$ cat config.mk
export PLATFORM = sky130hd
export DESIGN_NAME = led_pwm_dimmer
export DESIGN_NICKNAME = d
export VERILOG_FILES = /design/src/rtl/led_pwm_dimmer.sv
export SDC_FILE = /design/constraint.sdc
export NUM_CORES = 1
export LEC_CHECK = 0
export ABC_AREA = 1
export BUFFER_PORTS_ARGS = -buffer_cell sky130_fd_sc_hd__buf_2
export CAP_MARGIN = 40
export CELL_PAD_IN_SITES_DETAIL_PLACEMENT = 0
export CELL_PAD_IN_SITES_GLOBAL_PLACEMENT = 2
export CORE_MARGIN = 2
export CORE_UTILIZATION = 41
export DETAILED_ROUTE_END_ITERATION = 8
export PLACE_DENSITY = 0.93
export SYNTH_ARGS = -nofsm -noshare
export SYNTH_HDL_FRONTEND = slang
export SYNTH_SLANG_ARGS = --single-unit
$ cat constraint.sdc
create_clock -name in_clk -period 3.08 [get_ports in_clk]
set_clock_uncertainty 0.15 [all_clocks]
set_input_delay 0.462 -clock in_clk [delete_from_list [all_inputs] [get_ports in_clk]]
set_output_delay 0.462 -clock in_clk [all_outputs]
set_load 0.05 [all_outputs]
$ cat src/rtl/led_pwm_dimmer.sv
// led_pwm_dimmer
//   Multi-channel PWM LED dimmer. A free-running period counter drives
//   CHANNELS PWM outputs. Each channel has debounced up/down buttons that
//   step a brightness level. Each level selects a geometrically spaced duty
//   threshold that is computed at elaboration.
//
//   Build option: LED_FADE_EN. When it is defined, the duty ramps toward the
//   target by at most FADE_STEP per period. When it is undefined, the duty
//   loads the target directly at the next period boundary.
//
// Ports
//   in_clk            system clock
//   in_rst_n          asynchronous active-low reset
//   in_btn_up         raw level-up buttons, one per channel (async, active high)
//   in_btn_down       raw level-down buttons, one per channel (async, active high)
//   out_led           registered PWM output per channel
//   out_level         current level per channel, channel i at [i*LVL_W +: LVL_W]
//   out_period_start  high for the cycle in which the period counter is 0
module led_pwm_dimmer #(
    parameter int CHANNELS          = 4,
    parameter int CNT_WIDTH         = 16,
    parameter int LEVELS            = 4,
    parameter int MIN_DUTY_PERMILLE = 100,
    parameter int DEBOUNCE_CYCLES   = 50000,
    parameter int FADE_STEP         = 256,
    localparam int LVL_W            = $clog2(LEVELS)
) (
    input  logic                      in_clk,
    input  logic                      in_rst_n,
    input  logic [CHANNELS-1:0]       in_btn_up,
    input  logic [CHANNELS-1:0]       in_btn_down,
    output logic [CHANNELS-1:0]       out_led,
    output logic [CHANNELS*LVL_W-1:0] out_level,
    output logic                      out_period_start
);

    localparam int DB_W = $clog2(DEBOUNCE_CYCLES + 1);
    localparam logic [LVL_W-1:0] LVL_MAX = LVL_W'(LEVELS - 1);

    if (CHANNELS < 1 || LEVELS < 3 || DEBOUNCE_CYCLES < 1 || FADE_STEP < 1 ||
        MIN_DUTY_PERMILLE < 1 || MIN_DUTY_PERMILLE > 999) begin : g_bad_param
        $error("led_pwm_dimmer: parameter out of range");
    end

    // T(k) = floor(2^CNT_WIDTH * d^((LEVELS-1-k)/(LEVELS-2))), with the two
    // ends pinned to fully off and fully on.
    function automatic logic [CNT_WIDTH:0] thr_calc(input int k);
        real d;
        real e;
        real v;
        int  iv;
        logic [CNT_WIDTH:0] r;
        r = '0;
        if (k == LEVELS - 1) begin
            r[CNT_WIDTH] = 1'b1;
        end else if (k > 0) begin
            d = real'(MIN_DUTY_PERMILLE) / 1000.0;
            e = real'(LEVELS - 1 - k) / real'(LEVELS - 2);
            v = 1.0;
            for (int i = 0; i < CNT_WIDTH; i++) v = v * 2.0;
            v = v * (d ** e);
            iv = $rtoi(v);
            r = iv[CNT_WIDTH:0];
        end
        return r;
    endfunction

    logic [CNT_WIDTH:0] thr_tab [LEVELS];
    for (genvar k = 0; k < LEVELS; k++) begin : g_thr
        assign thr_tab[k] = thr_calc(k);
    end

`ifdef LED_FADE_EN
    localparam logic [CNT_WIDTH:0] FADE_V = (FADE_STEP > 2**CNT_WIDTH) ?
        (CNT_WIDTH+1)'(2**CNT_WIDTH) : (CNT_WIDTH+1)'(FADE_STEP);
`endif

    logic [CNT_WIDTH-1:0] cnt;
    logic                 cnt_last;

    assign cnt_last = (cnt == '1);

    always_ff @(posedge in_clk or negedge in_rst_n) begin
        if (!in_rst_n) begin
            cnt              <= '0;
            out_period_start <= 1'b0;
        end else begin
            cnt              <= cnt + CNT_WIDTH'(1);
            out_period_start <= cnt_last;
        end
    end

    // Buttons [CHANNELS-1:0] are the up buttons and [2*CHANNELS-1:CHANNELS]
    // are the down buttons.
    logic [2*CHANNELS-1:0] btn_raw;
    logic [2*CHANNELS-1:0] btn_press;

    assign btn_raw = {in_btn_down, in_btn_up};

    for (genvar b = 0; b < 2*CHANNELS; b++) begin : g_btn
        logic            sync1;
        logic            sync2;
        logic            stable;
        logic            press;
        logic [DB_W-1:0] db_cnt;

        always_ff @(posedge in_clk or negedge in_rst_n) begin
            if (!in_rst_n) begin
                sync1  <= 1'b0;
                sync2  <= 1'b0;
                stable <= 1'b0;
                press  <= 1'b0;
                db_cnt <= '0;
            end else begin
                sync1 <= btn_raw[b];
                sync2 <= sync1;
                press <= 1'b0;
                if (sync2 == stable) begin
                    db_cnt <= '0;
                end else if (db_cnt == DB_W'(DEBOUNCE_CYCLES - 1)) begin
                    stable <= sync2;
                    press  <= sync2;
                    db_cnt <= '0;
                end else begin
                    db_cnt <= db_cnt + DB_W'(1);
                end
            end
        end

        assign btn_press[b] = press;
    end

    for (genvar c = 0; c < CHANNELS; c++) begin : g_ch
        logic                 up_evt;
        logic                 dn_evt;
        logic [LVL_W-1:0]     level;
        logic [CNT_WIDTH:0]   duty;
        logic [CNT_WIDTH:0]   duty_next;
        logic                 led;

        assign up_evt = btn_press[c];
        assign dn_evt = btn_press[CHANNELS + c];

`ifdef LED_FADE_EN
        logic [CNT_WIDTH:0] target;
        logic [CNT_WIDTH:0] gap;

        always_comb begin
            target    = thr_tab[level];
            duty_next = target;
            gap       = '0;
            if (target > duty) begin
                gap = target - duty;
                if (gap > FADE_V) duty_next = duty + FADE_V;
            end else if (duty > target) begin
                gap = duty - target;
                if (gap > FADE_V) duty_next = duty - FADE_V;
            end
        end
`else
        assign duty_next = thr_tab[level];
`endif

        always_ff @(posedge in_clk or negedge in_rst_n) begin
            if (!in_rst_n) begin
                level <= '0;
                duty  <= '0;
                led   <= 1'b0;
            end else begin
                if (up_evt && !dn_evt && level != LVL_MAX)
                    level <= level + LVL_W'(1);
                else if (dn_evt && !up_evt && level != '0)
                    level <= level - LVL_W'(1);
                // Duty only moves on the last count, so a period is never split.
                if (cnt_last)
                    duty <= duty_next;
                led <= ({1'b0, cnt} < duty);
            end
        end

        assign out_led[c]                    = led;
        assign out_level[c*LVL_W +: LVL_W]   = level;
    end

endmodule

==> impl_metrics.csv, run 1 <==
group,metric,value,unit
critical_path,r2r_slack,0.97,ns
critical_path,cp-start-kind,"flop",
synthesis,syn_area,0.01142,mm^2
grt,antenna_found_initial,0,
critical_path,end_kind,"flop",
floorplanning,die_x,170.9,um
floorplanning,core_area,0.02763,mm^2
power_and_ir_drop,ir_worst_vdd,0.3077,mV
synthesis,synthTopCellsByArea,"dfrtp_1 45%, nor2_1 10%, nand2_1 10%",
clock_tree,clkSlewWorstSetupHoldPaths,0.06,ns
layout,layout-drive-gt1-share,6.405,%
grt,grt_max_degree,68,
critical_path,worstPathArrival,2.39,ns
synthesis,synthSimpleGateAreaFrac,30.41,%
drt,post_drt_wl_per_cell,12.18,um
layout,postLayoutCoreUtil,46.52,%
critical_path,required,3.36,ns
synthesis,synth-seq-cells,205,
synthesis,synthFlopType,"dfrtp_1",
placement,hpwl,17.27,mm
timing,fin_setup_tns,0,ns
power_and_ir_drop,p_switching,1.211,mW
grt,grt_pass1_wl,40.68,mm
timing,hold_viol,0,
layout,finalInstanceArea,0.01285,mm^2
clock_tree,cts_made_buffers,24,
clock_tree,clock-sinks,205,
placement,port_buffers,22,
timing,holdWs,0.1975,ns
power_and_ir_drop,power,5.678,mW
critical_path,critical_path_class,"reg2reg",
layout,layout_commonest_cell,"nor2_1",
power_and_ir_drop,swShare,21.33,%
drt,drtPass1Iterations,4,
placement,place_congestion,0.8290,
synthesis,synthXorXnorAreaFrac,6.060,%
synthesis,synth.area.mux_share,0,%
power_and_ir_drop,power_frac_comb,3.0,%
drt,ant_nets,0,
placement,place_area,0.01200,mm^2
clock_tree,cts_tree,"done",
timing,period_needed,2.112,ns
clock_tree,clk_path_buf_depth,3,
critical_path,critical_path_peak_fanout,33,
timing,setup_ws,0.9685,ns
timing,maxSlewHeadroom,57.43,%
synthesis,synth_top_cell_area_share,44.93,%
drt,drt_wl_total,23.23,mm
drt,routed_via_density,4.669,
drt,route.detailed.drc,0,
floorplanning,start_util,41.32,%
synthesis,synth_cells,1462,
layout,final_cell_mix,"309 x nor2_1, 304 x nand2_1, 205 x dfrtp_1, 189 x inv_1, 101 x nand3_1",
synthesis,async_flop_share,100.0,%
drt,vias,8908,
synthesis,yosysTopAreaCell,"dfrtp_1",
clock_tree,cts_htree_levels,1,
placement,pre_cts_ws,0.9655,ns
clock_tree,root_buffer,"clkbuf_16",
floorplanning,dieArea,0.02920,mm^2
layout,final_cells,1908,
synthesis,synth.distinct_cells,28,
grt,grt_pass1_vias,8547,
layout,syn_to_final_growth,12.57,%
timing,rsz0062_at_grt,"no",
placement,dp_cells,1858,
timing,fmax,0.4736,GHz
timing,fin_crit_sh,68.56,%
power_and_ir_drop,p_int,4.467,mW
synthesis,syn_area_per_cell,7.809,um^2
clock_tree,post_cts_buffers,0,
grt,globalRouteOverflowTotal,0,
synthesis,synth_adder_area_share,7.123,%
power_and_ir_drop,p_per_area,441.8,mW/mm^2
floorplanning,rows,61,
timing,tightest_slew,0.6362,ns
synthesis,synth_top_family_by_area,"simple AND/OR/NAND/NOR gates",
synthesis,ys_warn_count,0,
layout,nNetsFinal,1590,
synthesis,ys_seq_area_share,44.93,%
power_and_ir_drop,power.share.clock,48.4,%
power_and_ir_drop,p_leak,6.062,nW
timing,drv_slew,0,
synthesis,synth_compound_area_share,4.548,%
layout,num-fill-cells,2888,
flow_run,drv_cap,0,
floorplanning,die_y,170.9,um
layout,antennaDiodeCount,0,
power_and_ir_drop,seqPwrFrac,48.7,%
clock_tree,clkLatencyLatePin,0.51,ns
synthesis,synth_edf_count,0,
timing,setup-violations-final,0,
outcome,status,"finished, final reports clean",
grt,grt_usage,16.70,%
floorplanning,ioPinCount,23,
synthesis,synth_nets,1537,
drt,drtIter0Drc,433,
hold_path,holdCritPathClass,"reg2reg",
-- kinds of logic after synthesis --
| family | after synthesis |
|---|---|
| compound gates | 89 |
| xor+xnor | 79 |
| fa+ha+maj | 65 |
| buf+inv | 199 |
| flops | 205 |
| simple gates | 825 |
-- metal layers --
layer	global-route usage [%]	vias to the layer above	share of wire, %
li1	-	4718	-
met1	23.94	4082	51
met2	27.21	82	45
met3	2.174	26	2.8
met4	3.427	0	1.4
met5	0	-	0
-- cell type report --
cell class | instances | area [um^2] | area share, %
multi-input combinational | 1058 | 5497 | 42.77
sequential | 205 | 5130 | 39.91
clock buffer | 39 | 728.2 | 5.666
inverter | 189 | 709.4 | 5.520
tap | 378 | 473.0 | 3.680
timing repair buffer | 37 | 280.3 | 2.181
clock inverter | 2 | 35.03 | 0.2726
-- Yosys cell counts (7+ instances only) --
| library cell | instances |
|---|---|
| nor2_1 | 309 |
| nand2_1 | 304 |
| dfrtp_1 | 205 |
| inv_1 | 189 |
| nand3_1 | 101 |
| ha_1 | 65 |
| xor2_1 | 62 |
| nor3_1 | 51 |
| a21oi_1 | 46 |
| nand4_1 | 21 |
| o21ai_0 | 17 |
| xnor2_1 | 17 |
| nand2_2 | 15 |
| nand3b_1 | 13 |
| o21ai_2 | 13 |
| or2_2 | 7 |
-- timing repair --
item                                   in CTS  in global routing
hold buffers                                9                  0
setup endpoints to repair                   0                  0
resized for setup                           0                  0
endpoints found under the hold margin      70                  0
-- worst max-delay path, stage by stage, from the launching register on --
cell and delay (ns):
dfrtp_1 0.49, ha_1 0.27, nand3_2 0.14, nor2_4 0.15, nand2_2 0.10, nor3_4 0.11
buf_4 0.42, nand2_1 0.09, o21ai_1 0.09
-- registers in the layout (all words and copies together) (netlist names) --
register and cells:
cnt 16, g_ch.duty 16, g_ch.level 8, g_btn.stable 8, g_btn.press 8, g_btn.db_cnt 128
g_ch.led 4, g_btn.sync1 8, g_btn.sync2 8, out_period_start 1
-- power groups by stage --
| stage | registers [mW] | logic (mW) | clock network (mW) |
|---|---|---|---|
| after CTS | 2.76 | 0.177 | 2.85 |
| after global placement | 2.81 | 0.166 | 0 |
| after floorplan | 2.80 | 0.0750 | 0 |
| after detailed placement | 2.81 | 0.167 | 0 |
| final | 2.76 | 0.169 | 2.75 |
| after global routing | 2.77 | 0.202 | 2.97 |
-- worst paths after layout --
| check | start | to | depth (start not counted) |
|---|---|---|---|
| setup / recovery | cnt[1] | g_ch[2].duty[14] | 8 |
| hold / removal | g_btn[3].sync1 | g_btn[3].sync2 | 0 |
| setup reg to reg | cnt[1] | g_ch[2].duty[14] | 8 |
| hold reg to reg | g_btn[3].sync1 | g_btn[3].sync2 | 0 |
| max in group asynchronous | in_rst_n | g_btn[1].db_cnt[7] | 3 |
| min in group asynchronous | in_rst_n | g_btn[4].db_cnt[9] | 2 |
Note: power is estimated with default switching activity, not from simulation.
==> run 2, diff against run 1 <==
--- a/config.mk
+++ b/config.mk
@@ -11,9 +11,9 @@
 export CELL_PAD_IN_SITES_DETAIL_PLACEMENT = 0
 export CELL_PAD_IN_SITES_GLOBAL_PLACEMENT = 2
 export CORE_MARGIN = 2
-export CORE_UTILIZATION = 41
+export CORE_UTILIZATION = 38
 export DETAILED_ROUTE_END_ITERATION = 8
-export PLACE_DENSITY = 0.93
+export PLACE_DENSITY = 0.88
 export SYNTH_ARGS = -nofsm -noshare
 export SYNTH_HDL_FRONTEND = slang
 export SYNTH_SLANG_ARGS = --single-unit
==> constraint.sdc (replaced) <==
create_clock -name in_clk -period 2 [get_ports in_clk]
set_clock_uncertainty 0.15 [all_clocks]
set_input_delay 0.3 -clock in_clk [delete_from_list [all_inputs] [get_ports in_clk]]
set_output_delay 0.3 -clock in_clk [all_outputs]
set_load 0.05 [all_outputs]
==> impl_metrics.csv, run 2 (same netlist as run 1, synthesis figures left out) <==
group,metric,value,unit
clock_tree,clkLatencyLatePin,0.52,ns
outcome,status,"finished, final reports clean",
layout,finalInstanceArea,0.01314,mm^2
floorplanning,die_x,177.3,um
grt,grt_pass1_wl,42.56,mm
clock_tree,root_buffer,"clkbuf_16",
placement,place_congestion,0.7944,
layout,final_cells,1939,
timing,maxSlewHeadroom,61.36,%
timing,tightest_slew,0.5752,ns
timing,fin_crit_sh,94.97,%
power_and_ir_drop,p_leak,6.198,nW
clock_tree,clock-sinks,205,
critical_path,critical_path_class,"reg2reg",
placement,pre_cts_ws,0.1588,ns
drt,maxUsedRoutingLayer,"met4",
drt,wl_met3,660,um
floorplanning,rows,63,
floorplanning,ioPinCount,23,
critical_path,end_kind,"flop",
drt,post_drt_wl_per_cell,12.62,um
clock_tree,clk_path_buf_depth,3,
grt,globalRouteOverflowTotal,0,
critical_path,critical_path_peak_fanout,8,
grt,grt_pass1_vias,8719,
power_and_ir_drop,p_per_area,696.5,mW/mm^2
layout,nNetsFinal,1606,
drt,wl_met2,10.79,mm
drt,drtPass1Iterations,4,
layout,largest_register_ffs,128,
clock_tree,cts_tree,"done",
layout,layout-drive-gt1-share,7.941,%
floorplanning,dieArea,0.03145,mm^2
layout,layout_commonest_cell,"nor2_1",
clock_tree,clkSlewWorstSetupHoldPaths,0.06,ns
timing,drv_slew,0,
drt,drt_wl_total,24.46,mm
layout,postLayoutCoreUtil,44.33,%
timing,period_needed,1.899,ns
layout,final_cell_mix,"309 x nor2_1, 304 x nand2_1, 204 x dfrtp_1, 189 x inv_1, 101 x nand3_1",
floorplanning,die_y,177.3,um
critical_path,cp-start-kind,"flop",
layout,regMostFlops,"g_btn.db_cnt",
layout,antennaDiodeCount,0,
placement,port_buffers,22,
timing,setup_ws,0.1006,ns
timing,hold_viol,0,
timing,fmax,0.5265,GHz
drt,route.detailed.drc,0,
timing,setup-violations-final,0,
grt,antenna_found_initial,0,
critical_path,worstPathArrival,2.15,ns
clock_tree,cts_htree_levels,1,
floorplanning,start_util,38.52,%
power_and_ir_drop,power,9.150,mW
placement,dp_cells,1880,
grt,grt_usage,16.27,%
grt,grt_max_degree,52,
power_and_ir_drop,ir_worst_vdd,0.6459,mV
drt,vias,9019,
drt,met1Wirelength,12.58,mm
drt,routed_via_density,4.651,
clock_tree,cts_made_buffers,26,
layout,syn_to_final_growth,15.07,%
floorplanning,core_area,0.02964,mm^2
flow_run,drv_cap,0,
critical_path,required,2.25,ns
layout,reg.largest.list,"g_btn.db_cnt (128), cnt (16), g_ch.duty (16)",
placement,place_area,0.01214,mm^2
hold_path,holdCritPathClass,"in2async",
drt,ant_nets,0,
drt,drtIter0Drc,458,
placement,hpwl,17.98,mm
-- run 2: cell types whose count changed in the layout (fill, tap and decap cells not counted) --
cell and change:
inv_6 +1, clkinvlp_4 +1, ha_2 +1, buf_4 +9
clkinv_2 +3, dfrtp_1 -1, clkbuf_1 -4, ha_1 -1
clkbuf_16 +3, clkbuf_8 +2, buf_12 +4, dfrtp_2 +1
-- run 2: per-layer routing --
metal | vias to the layer above | global-route usage (%)
li1 | 4748 | -
met1 | 4168 | 23.57
met3 | 28 | 2.292
met4 | 0 | 3.245
met5 | - | 0
met2 | 75 | 26.02
-- run 2: path summary, 6_finish.rpt --
kind / start / to / slack [ns] / cells after the start
min in group in_clk: g_btn[4].sync1 / g_btn[4].sync2 / 0.20 / 0
max in group asynchronous: in_rst_n / g_btn[3].db_cnt[12] / 0.93 / 3
setup reg to reg: cnt[0] / g_ch[2].duty[11] / 0.10 / 8
setup / recovery: cnt[0] / g_ch[2].duty[11] / 0.10 / 8
hold / removal: in_rst_n / g_btn[0].db_cnt[9] / 0.15 / 2
hold reg to reg: g_btn[4].sync1 / g_btn[4].sync2 / 0.20 / 0
-- run 2: worst max-delay path: stages (launching register included) --
cell	delay [ns]
dfrtp_1	0.40
ha_2	0.22
nand3_2	0.12
nor2_4	0.16
nand2_2	0.11
nor3_4	0.20
buf_4	0.19
clkbuf_16	0.17
o21ai_1	0.06
-- run 2: through the flow --
stage	hold slack, ns	TNS (ns)
floorplan	-0.1456	0
global placement	0.1091	0
detailed placement	0.1096	0
CTS	0.1398	0
global route	0.1700	-0.05912
finish	0.1525	0
-- run 2: layout make-up --
| cell class | instances | area (um^2) |
|---|---|---|
| Fill cell | 3044 | 16500 |
| Clock buffer | 39 | 790.8 |
| Tap cell | 390 | 488.0 |
| Inverter | 189 | 709.4 |
| Clock inverter | 7 | 66.31 |
| Timing Repair Buffer | 51 | 452.9 |
| Multi-Input combinational cell | 1058 | 5499 |
| Sequential cell | 205 | 5131 |
-- run 2: repair_timing --
action / CTS / global route
setup buffers: 0 / 3
endpoints found under the hold margin: 213 / 0
resized for setup: 0 / 2
hold buffers: 9 / 0
endpoints found under the setup margin: 0 / 2
-- run 2: power breakdown --
group          total [mW]  internal (mW)  switching [mW]  leakage (nW)
sequential           4.25           4.21          0.0476          2.79
clock                4.62           2.84            1.78         0.423
combinational       0.275         0.0931           0.182          2.98
==> run 3, diff against run 2 <==
--- a/config.mk
+++ b/config.mk
@@ -6,14 +6,15 @@
 export NUM_CORES = 1
 export LEC_CHECK = 0
 export ABC_AREA = 1
-export BUFFER_PORTS_ARGS = -buffer_cell sky130_fd_sc_hd__buf_2
 export CAP_MARGIN = 40
 export CELL_PAD_IN_SITES_DETAIL_PLACEMENT = 0
 export CELL_PAD_IN_SITES_GLOBAL_PLACEMENT = 2
 export CORE_MARGIN = 2
-export CORE_UTILIZATION = 38
+export CORE_UTILIZATION = 39
 export DETAILED_ROUTE_END_ITERATION = 8
+export DONT_BUFFER_PORTS = 1
 export PLACE_DENSITY = 0.88
+export SLEW_MARGIN = 20
 export SYNTH_ARGS = -nofsm -noshare
 export SYNTH_HDL_FRONTEND = slang
 export SYNTH_SLANG_ARGS = --single-unit
==> impl_metrics.csv, run 3 (same netlist as run 1, synthesis figures left out) <==
group,metric,value,unit
clock_tree,clkSlewWorstSetupHoldPaths,0.06,ns
grt,globalRouteOverflowTotal,0,
grt,grt_usage,16.13,%
power_and_ir_drop,p_per_area,701.6,mW/mm^2
drt,ant_nets,0,
timing,hold_viol,205,
drt,drtIter0Drc,409,
layout,postLayoutCoreUtil,45.03,%
clock_tree,cts_tree,"done",
layout,final_cells,1914,
layout,final_cell_mix,"309 x nor2_1, 304 x nand2_1, 205 x dfrtp_1, 189 x inv_1, 101 x nand3_1",
floorplanning,core_area,0.02878,mm^2
critical_path,worstPathArrival,2.11,ns
placement,place_area,0.01201,mm^2
placement,port_buffers,0,
drt,drt_wl_total,24.13,mm
timing,maxSlewHeadroom,61.74,%
outcome,violations,"hold timing",
timing,drv_slew,0,
layout,regMostFlops,"g_btn.db_cnt",
clock_tree,post_cts_buffers,0,
clock_tree,clk_path_buf_depth,3,
clock_tree,clock-sinks,205,
clock_tree,cts_made_buffers,26,
critical_path,end_kind,"flop",
floorplanning,die_x,175.1,um
floorplanning,die_y,175.1,um
critical_path,required,2.30,ns
grt,grt_pass1_vias,8656,
drt,routed_via_density,4.625,
layout,reg.largest.list,"g_btn.db_cnt (128), cnt (16), g_ch.duty (16)",
timing,fin_setup_tns,0,ns
power_and_ir_drop,ir_worst_vdd,0.5446,mV
layout,finalInstanceArea,0.01296,mm^2
clock_tree,clkLatencyLatePin,0.54,ns
clock_tree,cts_htree_levels,1,
placement,dp_cells,1858,
timing,fin_crit_sh,90.40,%
hold_path,holdCritPathClass,"in2async",
grt,grt_max_degree,206,
floorplanning,dieArea,0.03066,mm^2
outcome,status,"finished, violations left",
timing,fmax,0.5531,GHz
power_and_ir_drop,p_leak,6.071,nW
drt,route.detailed.drc,0,
layout,layout-drive-gt1-share,6.863,%
clock_tree,cts.repair.resized,0,
power_and_ir_drop,power,9.093,mW
timing,setup-violations-final,0,
timing,tightest_slew,0.5695,ns
timing,period_needed,1.808,ns
drt,post_drt_wl_per_cell,12.61,um
drt,vias,8853,
flow_run,drv_cap,0,
layout,antennaDiodeCount,0,
layout,layout_commonest_cell,"nor2_1",
clock_tree,ctsHoldBuffers,8,
critical_path,cp-start-kind,"flop",
layout,largest_register_ffs,128,
layout,nNetsFinal,1585,
placement,pre_cts_ws,0.2058,ns
floorplanning,start_util,39.67,%
grt,grt_pass1_wl,41.63,mm
clock_tree,root_buffer,"clkbuf_16",
timing,holdWs,-0.6723,ns
placement,hpwl,17.32,mm
placement,place_congestion,0.7899,
drt,drtPass1Iterations,6,
grt,antenna_found_initial,0,
floorplanning,rows,62,
timing,rsz0062_at_grt,"no",
layout,syn_to_final_growth,13.51,%
floorplanning,ioPinCount,23,
timing,setup_ws,0.1919,ns
critical_path,critical_path_peak_fanout,17,
critical_path,critical_path_class,"reg2reg",
==> run 3: cell types whose count changed in the layout (fill, tap and decap cells not counted), sizes merged <==
cell	before	now
buf	41	22
clkbuf	40	37
clkinvlp	1	4
clkinv	4	6
dlygate4sd3	9	8
inv	190	189
==> run 3: final cells by class <==
cell class | instances | area (um^2)
Inverter | 189 | 709.4
Tap cell | 384 | 480.5
Clock buffer | 37 | 772.0
Clock inverter | 11 | 101.3
Sequential cell | 205 | 5130
Multi-Input combinational cell | 1058 | 5497
Fill cell | 2862 | 15820
Timing Repair Buffer | 30 | 270.3
==> run 3: critical path, stage by stage, from the launching register on <==
cell     delay (ns)
dfrtp_1        0.40
ha_1           0.21
nand3_2        0.14
nor2_4         0.16
nand2_2        0.10
nor3_4         0.24
buf_12         0.21
nand2_2        0.07
o21ai_2        0.05
==> run 3: final timing paths <==
kind                                start  slack, ns  cells past startpoint                 end
min in group in_clk        in_btn_down[2]       0.16                      1      g_btn[6].sync1
hold / removal                   in_rst_n      -0.67                      0  g_btn[4].db_cnt[0]
max in group asynchronous        in_rst_n       2.11                      0      g_btn[7].sync1
hold reg to reg            g_btn[1].sync1       0.20                      0      g_btn[1].sync2
setup reg to reg                   cnt[0]       0.19                      8    g_ch[1].duty[12]
setup / recovery                   cnt[0]       0.19                      8    g_ch[1].duty[12]
==> run 3: layer usage <==
metal,vias up,share of wire [%],track usage [%]
met3,28,2.8,1.980
met1,4049,51,23.23
met4,0,1.6,3.854
li1,4693,-,-
met5,-,0,0
met2,83,44,25.90
==> run 3: where the power goes <==
group          leakage, nW  internal (mW)  switching (mW)
combinational         2.85         0.0678          0.0932
sequential            2.79           4.20          0.0479
clock                0.423           2.81            1.86
